--- src/rtl/record_packer.sv ---
// Record packer: queues 47-bit event records in a FIFO and serialises each one
// as six bytes, LSB first, over a valid/ready byte stream. Drops are counted.
module record_packer #(
  parameter int DEPTH = 16
) (
  input  logic                     clk,
  input  logic                     reset_n,
  input  logic                     record_rdy,
  input  logic [46:0]              record,
  input  logic                     clear_lost,
  output logic [7:0]               byte_data,
  output logic                     byte_valid,
  input  logic                     byte_ready,
  output logic [$clog2(DEPTH):0]   fifo_level,
  output logic [15:0]              lost_count,
  output logic                     overflow
);

  localparam int AW = $clog2(DEPTH);
  localparam logic [AW:0] FULL_LEVEL = (AW + 1)'(DEPTH);

  typedef enum logic {IDLE, SEND} state_t;

  state_t         state;
  logic [2:0]     idx;
  logic [47:0]    shreg;
  logic [46:0]    mem [DEPTH];
  logic [AW-1:0]  wptr;
  logic [AW-1:0]  rptr;

  logic empty;
  logic full;
  logic hs;
  logic pop;
  logic wr;
  logic drop;

  assign empty = (fifo_level == '0);
  assign full  = (fifo_level == FULL_LEVEL);
  assign hs    = byte_valid && byte_ready;
  // The head is consumed either to start from idle or to chain straight on
  // from the last byte of the current record, so the stream has no bubble.
  assign pop   = !empty && ((state == IDLE) || (hs && idx == 3'd5));
  assign wr    = record_rdy && (!full || pop);
  assign drop  = record_rdy && full && !pop;

  // The current byte is always the low byte of the shift register.
  assign byte_data = shreg[7:0];

  // NOTE: the storage array has no reset; pointers and level define which
  // entries are meaningful, and leaving it unreset keeps it a plain RAM.
  always_ff @(posedge clk) begin
    if (wr) mem[wptr] <= record;
  end

  always_ff @(posedge clk or negedge reset_n) begin
    if (!reset_n) begin
      wptr       <= '0;
      rptr       <= '0;
      fifo_level <= '0;
    end else begin
      if (wr)  wptr <= wptr + 1'b1;
      if (pop) rptr <= rptr + 1'b1;
      case ({wr, pop})
        2'b10:   fifo_level <= fifo_level + 1'b1;
        2'b01:   fifo_level <= fifo_level - 1'b1;
        default: fifo_level <= fifo_level;
      endcase
    end
  end

  // NOTE: all sequential state uses non-blocking assignments so every
  // register samples the pre-edge values of its neighbours.
  always_ff @(posedge clk or negedge reset_n) begin
    if (!reset_n) begin
      state      <= IDLE;
      idx        <= '0;
      shreg      <= '0;
      byte_valid <= 1'b0;
    end else if (pop) begin
      state      <= SEND;
      idx        <= '0;
      shreg      <= {1'b0, mem[rptr]};
      byte_valid <= 1'b1;
    end else if (state == SEND && hs) begin
      if (idx == 3'd5) begin
        state      <= IDLE;
        idx        <= '0;
        byte_valid <= 1'b0;
      end else begin
        idx   <= idx + 1'b1;
        shreg <= {8'h00, shreg[47:8]};
      end
    end
  end

  // A drop coinciding with a clear survives as a single counted loss.
  always_ff @(posedge clk or negedge reset_n) begin
    if (!reset_n) begin
      lost_count <= '0;
      overflow   <= 1'b0;
    end else if (clear_lost) begin
      lost_count <= drop ? 16'd1 : 16'd0;
      overflow   <= drop;
    end else if (drop) begin
      if (lost_count != 16'hFFFF) lost_count <= lost_count + 1'b1;
      overflow <= 1'b1;
    end
  end

endmodule

--- config.mk ---
export PLATFORM = sky130hd
export DESIGN_NAME = record_packer
export DESIGN_NICKNAME = d
export VERILOG_FILES = /design/src/rtl/record_packer.sv
export SDC_FILE = /design/constraint.sdc
export NUM_CORES = 1
export LEC_CHECK = 0
export CAP_MARGIN = 10
export CORE_MARGIN = 2
export CORE_UTILIZATION = 43
export DETAILED_ROUTE_END_ITERATION = 10
export GPL_TIMING_DRIVEN = 0
export SYNTH_ARGS = -nofsm -noshare
export SYNTH_HDL_FRONTEND = slang
export SYNTH_SLANG_ARGS = --single-unit
--- constraint.sdc ---
create_clock -name clk -period 4.9 [get_ports clk]
set_input_delay 1.47 -clock clk [delete_from_list [all_inputs] [get_ports clk]]
set_output_delay 1.47 -clock clk [all_outputs]
set_load 0.005 [all_outputs]
==> results by stage, run 1 <==
Setup path:
- STA classifies the critical path endpoint as a flip-flop.
- The maximum fanout along the worst path is 15.
- The slowest stage of the critical path belongs to the cell sky130_fd_sc_hd__nor3_4.
- For this run, the slowest stage of the critical path takes roughly 0.84 ns.
- The worst register-to-register path has a setup slack of 1.58 ns.
- STA classifies the critical path startpoint as an input pin.
- The kind of cell with the highest combined delay along the critical path is simple AND/OR/NAND/NOR gates.
- The kind of critical path is in -> reg.
- The reg-to-reg critical path endpoint is shreg[16].
- STA puts the critical path data required time at about 5.2 ns.
- The critical path contains buffers and inverters numbering 3 combined.
- The critical path runs through a total of 8 cells.
- For the worst flop-to-flop path, the logic depth is 8.
- The reg-to-reg critical path startpoint is rptr[3].
- The launch point of the worst path is byte_ready.
- Following the worst setup path forward leads to its endpoint at mem[3][14].
- The critical path arrival is 4.42 ns.
- Traced cell by cell, the critical path runs through clkdlybuf4s50_1, nand4b_1, nand4_2, and2_1, clkbuf_1, nand2_1, nor3_4, buf_8.

Yosys:
- In the post-synthesis netlist, the biggest area contributors are sky130_fd_sc_hd__edfxtp_1 (69%), sky130_fd_sc_hd__mux4_2 (9.6%), sky130_fd_sc_hd__dfrtp_1 (6.2%), sky130_fd_sc_hd__mux2i_1 (3.8%), sky130_fd_sc_hd__a22oi_1 (1.3%).
- The most used flip-flop cell after synthesis is sky130_fd_sc_hd__edfxtp_1.
- The mapped cell area is about 33000 um2.
- In this run, synthesis inferred 752 flip-flops with an integrated enable.
- The number of warnings reported in the yosys synthesis log is 0.
- Counting every net in the synthesized netlist gives ~1800.
- For this run, the register share of the synthesized area comes to 0.752.
- The post-synthesis cell count is between 1500 and 2000.
- The post-synthesis average cell area is around 19 um2.
- After synthesis, the netlist uses between 50 and 60 different library cells.
- In the synthesized netlist the async set-or-reset flop fraction comes to 0.0972.
- The largest area contributor in the synthesized netlist is sky130_fd_sc_hd__edfxtp_1.
- Of the post-synthesis cell area, the dominant cell type holds 0.690.
- The number of synthesized register bits is 833.

Worst hold path:
- The worst hold path belongs to the class reg -> reg.

Final layout:
- Of the cells placed in the final design, the portion with a size suffix greater than 1 is 0.191.
- The net count of the finished layout is around 2000.
- The most common cell after layout, fill and taps aside is sky130_fd_sc_hd__edfxtp_1.
- The top cell types in the final layout, fill and taps aside, are sky130_fd_sc_hd__edfxtp_1 (752), sky130_fd_sc_hd__mux4_2 (140), sky130_fd_sc_hd__mux2i_1 (124).
- The core occupancy in the finished layout is 0.509.
- Compared with the post-synthesis result, the final layout area differs by 17.9%.
- The filler cells instantiated in the layout total roughly 6000.

Floorplanning:
- The horizontal die dimension is ~280 um.
- The starting utilization of the core area is 0.432.
- In this run the vertical extent of the chip is approximately 280 um.
- The die outline area is slightly below 80000 um2.
- The number of standard-cell rows in the floorplan is about 100.
- After floorplanning, the core was sized to cover between 70000 and 80000 um2.
- 83 I/O pins were placed.

GRT:
- For this run, the total global-route usage over all layers was measured as 0.206.
- Global routing finished with a remaining overflow of 0.
- The maximum number of pins on one net before global-route repair is 63.
- The via count of the first global-routing pass was approximately 18000.
- The initial antenna violation count is 3.
- The first global-routing pass estimated 117000 um of wire.

CTS:
- The number of clock buffers added by TritonCTS is 85.
- After clock tree synthesis, the setup repair step added 0 buffers.
- The number of clock sinks seen by CTS is about 830.
- Clock-pin slew was measured on the worst setup and hold paths at approximately 0.060 ns.
- The number of hold-repair buffers added at the cts stage is 0.
- The library cell used as clock root buffer is sky130_fd_sc_hd__clkbuf_16.
- CTS built an H-tree with a depth of 3.
- The post-cts repair resize count is 0.
- The latest clock arrival within the worst-skew pair is 0.63 ns.
- TritonCTS built the clock tree.
- The buffer levels on the longest clock path is 3.

Routing:
- The number of detailed-route iterations in the first pass is 5.
- After detailed routing, the number of remaining DRC violations is 0.
- The routed layout has roughly 17000 vias.
- The post-detailed-route via-to-cell ratio is 5.71.
- The wire length reported by the detailed router is 79600 um.
- After detailed routing, the average wire length per cell comes to 26.4 um.
- For this block, the initial DRC count from the detailed router was between 1500 and 2000.
- The detail route stage leaves a number of antenna-violating nets equal to 0.

Timing:
- Setup repair after global routing left no endpoint under its margin.
- The relative max-transition margin is 0.197.
- The largest clock skew in the final design is between 0.03 and 0.04 ns.
- The clock period could shrink to 4.11 ns.
- Derived from the worst setup path, the maximum achievable clock frequency is roughly 240 MHz.
- The final worst-path cycle share is 0.838.
- The final setup TNS is 0 ns.
- The final-report max-slew violation count is 0.
- Final hold analysis gives a worst-case slack of about 0.51 ns.
- For the pin with the worst max-slew slack, the measured transition is 1.20 ns.
- Setup violations remaining at the end of the flow were counted as 0.
- The final count of hold timing violations is 0.
- In the post-route analysis, the smallest setup slack over all paths is just under 0.8 ns.

Power and ir drop:
- The worst-case vdd ir drop is 0.000345 V.
- The areal power density over the cells is about 530 nW/um2.
- The leakage power is about 0.013 uW.

Flow run:
- The number of max-cap violations is 0.

Status:
- The run finished with clean final reports.

Placement:
- The placer congestion estimate is 0.823.
- Port buffering added 81 buffers.
- The worst setup slack before clock tree synthesis is between 0.15 and 0.2 ns.
- The HPWL after detailed placement is 52000 um.
-- cell type report --
cell class	count	area [um2]	share of cell area
sequential	833	24600	0.638
multi-input combinational	809	7660	0.199
clock buffer	118	2470	0.0640
timing repair buffer	119	1660	0.0432
tap	978	1220	0.0317
buffer	113	552	0.0143
clock inverter	40	348	0.00902
inverter	9	33.8	0.000876
antenna	1	2.50	0.0000649
-- sequential cells by signal, indices dropped and copies added (netlist names) --
name and flops:
shreg 47, wptr 4, overflow 1, fifo_level 5, lost_count 16, mem 752
state 1, rptr 4, idx 3
-- layer usage --
metal	vias to the layer above	GRT usage	routed length [um]
met4	2	0.0529	1590
li1	7499	-	-
met3	111	0.0445	5690
met5	-	0	13
met2	590	0.333	38500
met1	9055	0.286	33800
-- worst min-delay path by stage --
stage | startpoint | to | slack (ns) | depth (start not counted)
after floorplan | shreg[45] | shreg[45] | 0.46 | 1
after CTS | shreg[45] | shreg[45] | 0.51 | 1
after global routing | shreg[44] | shreg[44] | 0.53 | 1
after global placement | shreg[46] | shreg[46] | 0.49 | 1
after detailed placement | shreg[45] | shreg[45] | 0.49 | 1
final | shreg[45] | shreg[45] | 0.51 | 1
-- metrics by stage --
step	instances	total power [uW]	cell area [um2]
2_1_floorplan	1764	12100	32700
3_3_place_gp	2823	13900	34800
4_1_cts	3019	20700	38600
3_5_place_dp	2861	14200	35700
6_report	3020	20500	38600
5_1_grt	3020	21300	38600
-- synthesized netlist by cell type, drive strengths merged (19+ instances only) --
cell,instances
a22oi,58
dfrtp,81
mux2i,124
o21ai,41
a31oi,30
edfxtp,752
nor2,74
a21oi,55
clkbuf,54
nor3,19
mux4,140
nand2b,30
nand2,78
nand3,38
buf,59
-- cells by family (layout without fill, tap and decap cells) --
family,Yosys count,count (layout),synth area share
adder cells (fa/ha/maj),7,7,0.00268
AO/OA/AOI/OAI,220,220,0.0433
flip-flops,833,833,0.752
other,0,1,0
buffers and inverters,122,399,0.0179
AND/OR/NAND/NOR,302,302,0.0452
XOR/XNOR,13,13,0.00348
multiplexers,267,267,0.135
-- power by group --
group          leakage [uW]  internal (uW)  switching (uW)
combinational       0.00347           2150            3020
sequential          0.00778           8560             283
clock               0.00138           3790            2670
total                0.0126          14500            5970
No activity file was read; power rests on OpenSTA's default activity.
==> inputs of run 2 (changes only) <==
Clock period 4.9 ns to 3.7 ns, I/O delays scaled along.
==> run 2 against run 1 <==
Clock skew down 0.0058 ns; routed wire length down 0.14%; count of clock-buffer cells in the layout down 7.
==> results by stage, run 2 (synthesis gave the netlist of run 1 again) <==
Status:
- The run finished with clean final reports.

CTS:
- Clock-pin slew was measured on the worst setup and hold paths at around 0.06 ns.
- The clock reaches the later pin of the worst-skew pair after about 0.64 ns.
- In this run the deepest clock path goes through 3 buffers.
- The number of H-tree branching levels is 3.
- The library cell used as clock root buffer is sky130_fd_sc_hd__clkbuf_16.
- The number of hold-repair buffers added at the cts stage is 0.
- For this design, the sink count on the clock tree is between 800 and 900.
- The TritonCTS clock tree is yes.
- Buffers inserted during clock tree synthesis total 85.

Timing:
- The worst path meets setup with ~0.12 ns of slack.
- The slew at the pin closest to its max-slew limit is between 1 and 1.5 ns.
- Headroom to the max-slew limit came out at 0.197.
- The largest clock skew in the final design is around 0.025 ns.
- Setup violations remaining at the end of the flow were counted as 0.
- The final-report max-slew violation count came to 0.
- Static timing analysis puts the maximum clock frequency at approximately 280 MHz.
- The final count of hold timing violations is 0.
- Setup repair after global routing could not meet its margin everywhere.
- The final critical delay including setup and external delays is between 3 and 4 ns.
- In the finished design, the share of the clock period the worst path needs comes to 0.967.

Routing:
- After detailed routing, the number of vias per cell comes to between 5 and 6.
- The remaining design rule violation count is 0.
- For this run, the detailed router's first-pass iteration total came to 7.
- The total vias in the final route is 17200.
- In this run the remaining antenna-violating nets after routing total 0.
- The wire length reported by the detailed router is between 70000 and 80000 um.
- After detailed routing, the average wire length per cell comes to ~26 um.
- The number of design-rule violations left by the first detailed-router iteration is 1525.

Final layout:
- In the final layout, the share of cells above drive strength 1 is 0.191.
- From synthesis to final layout, the design area changed by 17.6%.
- The repair_antennas step left the layout with diodes totalling 0.
- Across the whole layout, storage elements account for 24600 um2.
- The largest registers in the layout are mem: 752 flops, shreg: 47 flops, lost_count: 16 flops.
- The most common cell after layout, fill and taps aside is sky130_fd_sc_hd__edfxtp_1.
- The filler cells instantiated in the layout total about 6000.
- Leaving out fill and tap cells, the most frequent cells in the layout are sky130_fd_sc_hd__edfxtp_1 (752), sky130_fd_sc_hd__mux4_2 (140), sky130_fd_sc_hd__mux2i_1 (124).
- The layout net count is around 2000.
- Ranked by flip-flop count, first place goes to mem.
- The multi-input gate area in the final layout is 7660 um2.
- The register with the most flip-flops in the layout has approximately 750 of them.

Setup path:
- At the worst endpoint, the required time is a little over 4 ns.
- In this run the worst path has a maximum fanout of 18.
- The type of destination of the critical path is a flip-flop.
- For the worst setup path, the data arrival time is around 3.9 ns.
- The kind of critical path is in -> reg.
- The worst setup path is launched from an input pin.

Power and ir drop:
- IR analysis of the VDD net gives a maximum drop of around 0.0004 V.
- Of the total power, the share spent switching nets is 0.292.
- The logic gate share of total power is 0.254.
- Summed over all nets, the switching power comes to 7840 uW.
- The internal power of the cells is roughly 19000 uW.
- The portion of total power attributed to the clock network is 0.310.
- For this design the static power due to leakage is ~0.013 uW.
- For this design the ratio of total power to cell area is between 600 and 700 nW/um2.
- Of the total power, registers draw 0.436.
- The sum of internal, switching and leakage power is ~27000 uW.

Placement:
- Routability-driven placement finished with a final weighted congestion of roughly 0.84.
- The number of input and output port buffers inserted is 81.
- At the placement stage, the worst setup path has a slack of -0.798 ns.
- Once detailed placement completed, the half-perimeter wirelength came to slightly above 50000 um.

GRT:
- The via count of the first global-routing pass is about 18000.
- The maximum number of pins on one net before global-route repair is 60.
- Across every metal layer, demand over resource in global routing totals 0.207.
- The initial antenna violation count is 2.
- The sum of overflow across all layers after global routing is 0.
- The first global-routing pass estimated approximately 120000 um of wire.

Worst hold path:
- The type of the most critical hold path is in -> async.

Floorplanning:
- The die extent in y is 280 um.
- The floorplan core area is 75700 um2.
- The horizontal die dimension is roughly 280 um.
- The number of standard-cell rows in the floorplan is 101.
- The die outline area is approximately 78000 um2.
- The I/O pin count is 83.
- The starting utilization of the core area is 0.432.

Flow run:
- Across the run, the number of max-cap violations was 0.
[run 2: cell count changes in the layout (fill, tap and decap cells not counted), moves of 2 or more]
cell / before / now
sky130_fd_sc_hd__clkbuf_8: 9 / 7
sky130_fd_sc_hd__buf_12: 17 / 19
sky130_fd_sc_hd__buf_16: 16 / 13
sky130_fd_sc_hd__clkinv_8: 0 / 2
sky130_fd_sc_hd__clkinv_4: 3 / 0
sky130_fd_sc_hd__clkinv_1: 13 / 16
sky130_fd_sc_hd__buf_4: 19 / 24
sky130_fd_sc_hd__bufinv_16: 5 / 7
sky130_fd_sc_hd__clkbuf_16: 91 / 85
sky130_fd_sc_hd__buf_8: 5 / 8
[run 2: worst paths after layout]
check / startpoint / end / cells past startpoint / slack [ns]
min in group clk: shreg[46] / shreg[46] / 1 / 0.51
worst max register to register: rptr[1] / shreg[32] / 8 / 0.45
worst max-delay path: byte_ready / mem[13][25] / 8 / 0.12
max in group asynchronous: reset_n / shreg[33] / 2 / 2.65
worst min-delay path: reset_n / lost_count[7] / 1 / 0.39
worst min register to register: shreg[46] / shreg[46] / 1 / 0.51
[run 2: worst max-delay path, stage by stage]
cell,delay [ns]
sky130_fd_sc_hd__clkdlybuf4s50_1,0.56
sky130_fd_sc_hd__nand4b_1,0.21
sky130_fd_sc_hd__nand4_2,0.23
sky130_fd_sc_hd__and2_1,0.16
sky130_fd_sc_hd__clkbuf_1,0.28
sky130_fd_sc_hd__nand2_1,0.35
sky130_fd_sc_hd__nor2_4,0.70
sky130_fd_sc_hd__buf_12,0.28
[run 2: through the flow]
stage                     utilization  instances  hold WS [ns]  setup TNS (ns)  cell area (um2)
after floorplan                     -       1764         0.461         -392.16            32700
after CTS                       0.508       3019         0.375               0            38500
final                           0.508       3022         0.391               0            38500
after global routing            0.508       3022         0.403          -0.201            38500
after detailed placement        0.472       2863         0.492         -238.65            35700
after global placement          0.459       2823         0.487        -2842.19            34800
[run 2: metal layers]
layer	vias to the layer above	track usage	routed length, um
met2	612	0.339	38500
met3	111	0.0435	5530
met4	4	0.0536	1780
li1	7504	-	-
met1	9006	0.282	33600
met5	-	0	30
[run 2: power by group through the flow]
stage               clock network, uW  logic (uW)  registers [uW]
floorplan                           0        4260           11800
finish                           8340        6830           11700
detailed placement                  0        6920           11900
CTS                              8490        6950           11700
global placement                    0        6430           12000
global route                     8830        7340           11800
[run 2: layout make-up]
class / count / share of cell area
Sequential cell: 833 / 0.639
Buffer: 113 / 0.0143
Clock inverter: 43 / 0.0106
Timing Repair Buffer: 126 / 0.0443
Multi-Input combinational cell: 809 / 0.199
Tap cell: 978 / 0.0318
Inverter: 9 / 0.000878
Clock buffer: 111 / 0.0596
[run 2: repair_timing]
item | in CTS | in global routing
buffers inserted | 2 | 3
gates resized for setup | 0 | 1
endpoints found under the setup margin | 16 | 43
pin swaps | 2 | 1
==> inputs of run 3 (changes only) <==
Settings changed: CTS_CLUSTER_SIZE set to 10, GPL_TIMING_DRIVEN 0 to not set.
==> run 3 against run 2 <==
Total power fell by 0.88%; critical path depth fell by 7; non-clock buffer count fell by 87; sequential share of layout area rose by 0.62 points.
==> results by stage, run 3 (synthesis gave the netlist of run 1 again) <==
Status:
- The flow ran to the end, and the final reports show no timing, DRC or antenna violations.

CTS:
- For this design, the CTS-stage hold fixing added 0 buffers.
- The clock slew seen by the registers of the worst setup and hold paths is ~0.060 ns.
- For the worst-skew pair, the clock arrives at the later sink with an insertion delay of 0.65 ns.
- The clock buffer count from CTS is 95.
- The buffer levels on the longest clock path is 3.
- TritonCTS built the clock tree.
- In this run the post-CTS setup repair buffer count came out at 0.
- After clock tree synthesis, the repair step resized 0 gates.
- The number of H-tree branching levels is 3.
- Clock tree synthesis selected as its root buffer the cell sky130_fd_sc_hd__clkbuf_16.
- The clock net in this run drives a total of between 800 and 900 sinks.

Routing:
- The post-detailed-route via-to-cell ratio is slightly below 6.
- The average detailed-routed wire length per instance is 25.8 um.
- The final layout contains routed wiring with a total length of approximately 76000 um.
- The detailed router finished its first iteration with 1664 violations.
- The detail route stage leaves a number of antenna-violating nets equal to 0.
- The total vias in the final route is around 17000.
- The number of detailed-route iterations in the first pass is 8.
- The remaining design rule violation count is 0.

GRT:
- The initial antenna violation count is 1.
- The via count of the first global-routing pass is roughly 17000.
- In the global route stage, overall resource usage came out at 0.196.
- The met2 usage in global routing is 0.293.
- The sum of overflow across all layers after global routing is 0.
- After global routing, the most crowded layer is met1.
- The first global-routing pass estimated approximately 110000 um of wire.
- The maximum number of pins on one net before global-route repair is between 50 and 60.
- For this run, global-route usage on met1 was measured as 0.296.
- In the global route stage, met3 resource usage came out at 0.0387.

Power and ir drop:
- The analysis attributes to cell leakage a power of about 0.012 uW.
- Power spread over the standard cell area amounts to roughly 700 nW/um2.
- The worst-case vdd ir drop is 0.000398 V.

Final layout:
- The layout net count is 1959.
- In the final layout, the registers with the most flip-flops are mem: 752 flops, shreg: 47 flops, lost_count: 16 flops.
- The register with the highest flop count is mem.
- The multi-input gate area in the final layout is between 7000 and 8000 um2.
- For this run, the number of standard cells in the final layout without fillers is a little under 3000.
- The filler cells instantiated in the layout total roughly 5900.
- Leaving out fill and tap cells, the most frequent cell in the layout is sky130_fd_sc_hd__edfxtp_1.
- In the layout the commonest cells are sky130_fd_sc_hd__edfxtp_1 (752), sky130_fd_sc_hd__mux4_2 (140), sky130_fd_sc_hd__mux2i_1 (124).
- The area taken by flip-flops and latches is roughly 25000 um2.
- 0 antenna diodes ended up in the layout.
- The area growth from synthesis to layout is 16.6%.
- In the final layout, the share of cells above drive strength 1 is 0.182.
- The register with the most flip-flops in the layout has around 750 of them.

Setup path:
- STA puts the critical path data required time at approximately 2.6 ns.
- The signal on the critical path passes through clkdlybuf4s50_1.
- For the worst setup path, the data arrival time is between 1.5 and 2 ns.
- On the critical path, the stage with the largest delay is an instance of sky130_fd_sc_hd__dfrtp_1.
- The type of destination of the critical path is a primary output.
- The reg-to-reg critical path startpoint is fifo_level[2].
- The kind of critical path is reg -> out.
- On the worst path, the slowest cell contributes a delay of 0.62 ns.
- STA classifies the critical path startpoint as a flip-flop.
- The kind of cell with the highest combined delay on the critical path is flip-flops.
- The most critical setup path has its startpoint at fifo_level[4].
- Of all nets on the critical path, the largest fanout is 10.
- The combined buffer and inverter count along the critical path is 1.

Placement:
- The worst setup slack before clock tree synthesis is between 0.15 and 0.2 ns.
- Including well taps, the total number of placed cells is 2781.
- The placer congestion estimate is between 0.8 and 0.9.
- Once detailed placement completed, the half-perimeter wirelength came to about 46000 um.
- The number of input and output port buffers inserted is 82.

Timing:
- The final setup TNS is 0 ns.
- The slew at the pin closest to its max-slew limit is about 0.90 ns.
- The final critical delay including setup and external delays is 2.97 ns.
- The final-report max-slew violation count was 0.
- The final count of hold timing violations is 0.
- The achievable clock frequency is roughly 340 MHz.
- The smallest hold slack is around 0.47 ns.
- The final worst-path cycle share is 0.803.
- Setup violations remaining at the end of the flow were counted as 0.
- Setup repair after global routing left no endpoint under its margin.
- The worst pin sits at a relative slew slack of 0.397.
- Between clock sinks in the finished design, the worst skew comes to approximately 0.039 ns.
- The worst setup margin is around 0.73 ns.

Floorplanning:
- The starting utilization of the core area is 0.432.
- The floorplan core area is between 70000 and 80000 um2.
- In this run the core area contains roughly 100 standard-cell rows.
- The I/O pin count is 83.
- The die covers just under 80000 um2.
- From bottom edge to top edge, the die measures ~280 um.
- The horizontal die dimension is ~280 um.

Flow run:
- The number of max-cap violations is 0.

Worst hold path:
- The type of the most critical hold path is in -> async.
-- run 3: changes by cell type in the layout (fill, tap and decap cells not counted), sizes merged --
cell / previous run / this run
clkinv: 31 / 5
buf: 105 / 71
bufinv: 7 / 0
clkdlybuf4s50: 80 / 81
clkinvlp: 2 / 1
clkbuf: 165 / 140
-- run 3: worst register-to-register path, delay by kind of cell (launching register included) --
kind | cells | cell delay (ns)
AOI/OAI and AO/OA | 3 | 1.19
buffers and inverters | 1 | 0.43
DFF | 1 | 0.49
and+or+nand+nor | 1 | 0.75
-- run 3: routing by layer --
layer	wire length (um)	up-vias
met5	0	-
met4	1200	0
met3	5580	96
met2	34600	633
met1	34200	8905
li1	-	7335
-- run 3: final timing paths --
| kind | end | slack (ns) | cells after the start |
|---|---|---|---|
| min in group clk | shreg[44] | 0.50 | 1 |
| max | fifo_level[4] | 0.73 | 1 |
| max reg2reg | shreg[20] | 0.76 | 5 |
| min | lost_count[8] | 0.47 | 1 |
| min reg2reg | shreg[44] | 0.50 | 1 |
| max in group asynchronous | lost_count[1] | 2.49 | 2 |
-- run 3: per-stage QoR --
stage	utilization	power (uW)	cell area, um2
5_1_grt	0.504	27800	38100
4_1_cts	0.504	26900	38100
3_5_place_dp	0.467	18500	35400
6_report	0.504	26600	38100
2_1_floorplan	-	16100	32700
3_3_place_gp	0.467	18400	35400
-- run 3: area by class of cell --
class,instances,area share
multi-input combinational,809,0.202
timing repair buffer,152,0.0474
inverter,9,0.000886
clock inverter,9,0.00505
sequential,833,0.646
clock buffer,140,0.0673
tap,978,0.0321
-- run 3: power breakdown --
part	total, uW	leakage (uW)	internal (uW)	switching [uW]
Sequential	12000	0.00778	11300	661
Combinational	6230	0.00326	2770	3460
Clock	8410	0.00131	4800	3610
Total	26600	0.0124	18900	7730
